--- src/rtl/rvfi_shadow_pipe.sv ---
// Shadow pipeline that walks per-instruction RVFI side-band data from capture to
// writeback, emitting one commit pulse per instruction, a commit order and a halt flag.
module rvfi_shadow_pipe #(
   parameter int DEPTH       = 2,
   parameter int PAYLOAD_W   = 160,
   parameter int ORDER_W     = 64,
   parameter int HALT_REPEAT = 2
) (
   input  logic                 clk,
   input  logic                 rst,
   input  logic                 in_valid,
   input  logic [PAYLOAD_W-1:0] in_payload,
   input  logic [31:0]          in_pc_rdata,
   input  logic [31:0]          in_pc_wdata,
   input  logic [DEPTH-1:0]     adv,
   input  logic [DEPTH-1:0]     flush,
   input  logic                 retire,
   output logic                 out_valid,
   output logic [PAYLOAD_W-1:0] out_payload,
   output logic [31:0]          out_pc_rdata,
   output logic [31:0]          out_pc_wdata,
   output logic                 commit,
   output logic [ORDER_W-1:0]   order,
   output logic                 halt
);

   localparam int CNT_W = $clog2(HALT_REPEAT + 1);

   logic                 valid_q   [DEPTH];
   logic [PAYLOAD_W-1:0] payload_q [DEPTH];
   logic [31:0]          pc_r_q    [DEPTH];
   logic [31:0]          pc_w_q    [DEPTH];

   logic               done_q;
   logic [ORDER_W-1:0] order_q;
   logic [CNT_W-1:0]   loop_cnt_q;
   logic [CNT_W-1:0]   cnt_inc;
   logic               halt_q;
   logic               self_loop;

   generate
      for (genvar i = 0; i < DEPTH; i++) begin : g_stage
         if (i == 0) begin : g_head
            always_ff @(posedge clk) begin
               if (rst) begin
                  valid_q[0]   <= 1'b0;
                  payload_q[0] <= '0;
                  pc_r_q[0]    <= '0;
                  pc_w_q[0]    <= '0;
               end else if (flush[0]) begin
                  valid_q[0] <= 1'b0;
               end else if (adv[0]) begin
                  valid_q[0]   <= in_valid;
                  payload_q[0] <= in_payload;
                  pc_r_q[0]    <= in_pc_rdata;
                  pc_w_q[0]    <= in_pc_wdata;
               end
            end
         end else begin : g_body
            // A held upstream entry is copied as a bubble so it never sits in two stages.
            always_ff @(posedge clk) begin
               if (rst) begin
                  valid_q[i]   <= 1'b0;
                  payload_q[i] <= '0;
                  pc_r_q[i]    <= '0;
                  pc_w_q[i]    <= '0;
               end else if (flush[i]) begin
                  valid_q[i] <= 1'b0;
               end else if (adv[i]) begin
                  valid_q[i]   <= adv[i-1] ? valid_q[i-1] : 1'b0;
                  payload_q[i] <= payload_q[i-1];
                  pc_r_q[i]    <= pc_r_q[i-1];
                  pc_w_q[i]    <= pc_w_q[i-1];
               end
            end
         end
      end
   endgenerate

   assign out_valid    = valid_q[DEPTH-1];
   assign out_payload  = payload_q[DEPTH-1];
   assign out_pc_rdata = pc_r_q[DEPTH-1];
   assign out_pc_wdata = pc_w_q[DEPTH-1];

   // Handshake: out_valid offers the output entry, retire accepts it; the entry
   // commits in the cycle both are high, at most once until the stage reloads.
   assign commit = out_valid & retire & ~done_q;
   assign order  = order_q;
   assign halt   = halt_q;

   assign self_loop = (out_pc_wdata == out_pc_rdata) && (out_pc_rdata != 32'd0);
   assign cnt_inc   = (loop_cnt_q == CNT_W'(HALT_REPEAT)) ? loop_cnt_q
                                                          : loop_cnt_q + CNT_W'(1);

   always_ff @(posedge clk) begin
      if (rst) begin
         done_q     <= 1'b0;
         order_q    <= '0;
         loop_cnt_q <= '0;
         halt_q     <= 1'b0;
      end else begin
         if (flush[DEPTH-1] || adv[DEPTH-1]) begin
            done_q <= 1'b0;
         end else if (commit) begin
            done_q <= 1'b1;
         end
         if (commit) begin
            order_q <= order_q + ORDER_W'(1);
            if (self_loop) begin
               loop_cnt_q <= cnt_inc;
               if (cnt_inc == CNT_W'(HALT_REPEAT)) begin
                  halt_q <= 1'b1;
               end
            end else begin
               loop_cnt_q <= '0;
            end
         end
      end
   end

endmodule
--- config.mk ---
export PLATFORM = sky130hd
export DESIGN_NAME = rvfi_shadow_pipe
export DESIGN_NICKNAME = d
export VERILOG_FILES = /design/src/rtl/rvfi_shadow_pipe.sv
export SDC_FILE = /design/constraint.sdc
export NUM_CORES = 1
export LEC_CHECK = 0
export CORE_MARGIN = 2
export CORE_UTILIZATION = 49
export DETAILED_ROUTE_END_ITERATION = 10
export PLACE_DENSITY = 0.8
export SLEW_MARGIN = 20
export SYNTH_ARGS = -nofsm -noshare
export SYNTH_HDL_FRONTEND = slang
export SYNTH_SLANG_ARGS = --single-unit
export TNS_END_PERCENT = 10
--- constraint.sdc ---
create_clock -name clk -period 7.95 [get_ports clk]
set_input_delay 0.795 -clock clk [delete_from_list [all_inputs] [get_ports clk]]
set_output_delay 0.795 -clock clk [all_outputs]
set_load 0.02 [all_outputs]
==> results.json <==
{
  "post_cts_buffers": 0,
  "ctsResizeCount": 0,
  "avgRoutedWirePerCell_um": 21.3,
  "hp-class": "flop to flop",
  "setup_viol": 0,
  "synthDistinctLibCells": 37,
  "cp.required_ps": 7150,
  "fin_nets": 2154,
  "whs_path_depth": 1,
  "worstSetupEndpointType": "output pin",
  "p_leak_uw": 0.0100,
  "slowest_stage": "clkdlybuf4s50_1",
  "max_stage_delay_ps": 660,
  "gp_congestion": 0.866,
  "wirelength_mm": 53.1,
  "dieArea_mm2": 0.0429,
  "tightest_slew_ps": 1010,
  "cp_num_buf_inv": 3,
  "worstSetupStartpointType": "input port",
  "drive_gt1_frac": 0.0475,
  "ant_nets": 0,
  "dr.pass1.iters": 6,
  "run_status": "finished clean",
  "finalCriticalPeriod_ps": 3450,
  "overflow": 0,
  "post-route-period-util": 0.434,
  "dieHeight_um": 207,
  "rr_worst_depth": 6,
  "via_count": 13000,
  "crit_top_cell": "clkdlybuf4s50_1",
  "root_buffer": "clkbuf_16",
  "rsz0062_at_grt": "false",
  "critPathKind": "input port to output pin",
  "fin_skew_ps": 15.3,
  "drc": 0,
  "cp_num_cells": 4,
  "port_buffers": 522,
  "drt_iter0_markers": 1035,
  "fp.dieW_um": 207,
  "ioPinCount": 523,
  "cp_cell_sequence": "clkdlybuf4s50_1 -> nand3b_1 -> inv_1 -> clkdlybuf4s50_1",
  "slew_viol_final": 0,
  "grt_max_degree": 179,
  "hold_slack_ps": 476,
  "synth_seq_area_share": 0.735,
  "vias_per_cell": 5.19,
  "grt.total_usage": 0.243,
  "clk_latency_ps": 580,
  "cts_tree": "built",
  "avgSynthCellArea_um2": 14.4,
  "fmax_mhz": 290,
  "area_delta_synth_final_pct": 36.3,
  "path_max_fanout": 8,
  "clkTransAtPathRegs_ps": 60,
  "dp_hpwl_mm": 36.8,
  "syn-cell-area_mm2": 0.0202,
  "syn_inst": 1401,
  "rows": 74,
  "cts_made_buffers": 52,
  "h-tree-depth": 2,
  "clock_path_buffers": 3,
  "power_density_mw_per_mm2": 217,
  "start_util": 0.495,
  "grt_pass1_wl_mm": 79.6,
  "antenna_found_initial": 7,
  "cap_violations": 0,
  "synth-seq-cells": 518,
  "tns_ps": 0,
  "cts_sinks": 518,
  "peakVddDrop_v": 0.000206,
  "holdBufCountCts": 0,
  "arrival_ps": 2650,
  "core_area_mm2": 0.0408,
  "hold_viol_final": 0,
  "path_delay_family": "buffers and inverters",
  "synth_nets": 1635,
  "grt_pass1_vias": 13200,
  "yosysWarnings": 0,
  "slew_headroom": 0.326
}
==> cell usage after synthesis, drive strengths merged <==
cell type,n,share of area
and2,451,0.14
edfxtp,450,0.67
dfxtp,68,0.067
clkbuf,59,0.011
xor2,50,0.022
nor2,42,0.0078
a21oi,34,0.0084
nand4,31,0.011
nor4,29,0.011
nand2,27,0.0050
nand3,25,0.0064
o21ai,19,0.0047
or3,19,0.0059
inv,15,0.0028
xnor2,13,0.0056
nor3,11,0.0027
o31ai,11,0.0041
or4,11,0.0041
and3,9,0.0028
and4,7,0.0030
buf,4,0.00080
nand4b,4,0.0017
a21o,3,0.0011
a31o,2,0.00087
ha,2,0.0012
a22o,1,0.00043
nand2b,1,0.00031
nand3b,1,0.00037
o2111ai,1,0.00043
or2,1,0.00031
==> cell usage in the layout (no fill, tap or decap), types with 25 or more instances in the layout <==
cell | netlist | routed
and2_1 | 450 | 450
dfxtp_1 | 68 | 68
clkbuf_16 | 0 | 54
nand2_1 | 27 | 26
nor2_1 | 42 | 41
nor4_1 | 25 | 25
xor2_1 | 50 | 50
nand4_1 | 29 | 29
a21oi_1 | 34 | 34
clkdlybuf4s50_1 | 0 | 521
edfxtp_1 | 450 | 450
==> metal layers <==
metal | global-route usage | vias up | part of all wire
met4 | 0.0877 | 2 | 0.032
met3 | 0.0732 | 82 | 0.087
met5 | 0 | - | 0.00024
li1 | - | 6023 | -
met1 | 0.285 | 6347 | 0.37
met2 | 0.423 | 516 | 0.51
==> sequential cells by signal, indices dropped and copies added (netlist names) <==
name,cells
done_q,1
halt,1
loop_cnt_q,2
order,64
payload_q,320
pc_r_q,64
pc_w_q,64
valid_q,2
==> kinds of logic after synthesis <==
| logic type | share of synthesized area |
|---|---|
| compound gates | 0.0200 |
| xor+xnor | 0.0273 |
| fa+ha+maj | 0.00124 |
| buf+inv | 0.0145 |
| flops | 0.735 |
| simple gates | 0.202 |
==> worst register-to-register path: cells and delay by family, from the launching register on <==
family	cells	cell delay [ps]
AND/OR/NAND/NOR	4	1950
flip-flops	1	530
adder cells (fa/ha/maj)	1	210
AO/OA/AOI/OAI	1	140
==> layout make-up <==
class | count | area (um^2)
well taps | 532 | 666
fillers | 2782 | 13200
multi-input cells | 805 | 5090
clock inverters | 29 | 201
repair buffers | 528 | 5290
clock buffers | 63 | 1390
flip-flops and latches | 518 | 14900
inverters | 15 | 56.3
diodes | 7 | 17.5
==> power breakdown <==
part / total (uW) / internal [uW] / switching, uW / leakage [uW]
Sequential: 3190 / 3130 / 56.2 / 0.00527
Clock: 2300 / 1300 / 996 / 0.000778
Combinational: 506 / 248 / 259 / 0.00398
==> worst paths after layout <==
path                      start            end  slack (ps)
setup / recovery         retire         commit        4500
hold / removal    loop_cnt_q[1]  loop_cnt_q[1]         480
setup reg to reg       order[0]      order[56]        5030
hold reg to reg   loop_cnt_q[1]  loop_cnt_q[1]         480
==> metrics by stage <==
step | std cells | total power [uW] | utilization | instance area, um^2 | setup WS, ps
finish | 2497 | 5990 | 0.676 | 27600 | 4500
global route | 2492 | 6180 | 0.675 | 27600 | 4450
CTS | 2490 | 6040 | 0.675 | 27600 | 4520
detailed placement | 2398 | 3750 | 0.636 | 26000 | 4240
global placement | 2398 | 3740 | 0.636 | 26000 | 4310
floorplan | 1401 | 3450 | - | 20200 | 1500
No activity file was read; power rests on OpenSTA's default activity.
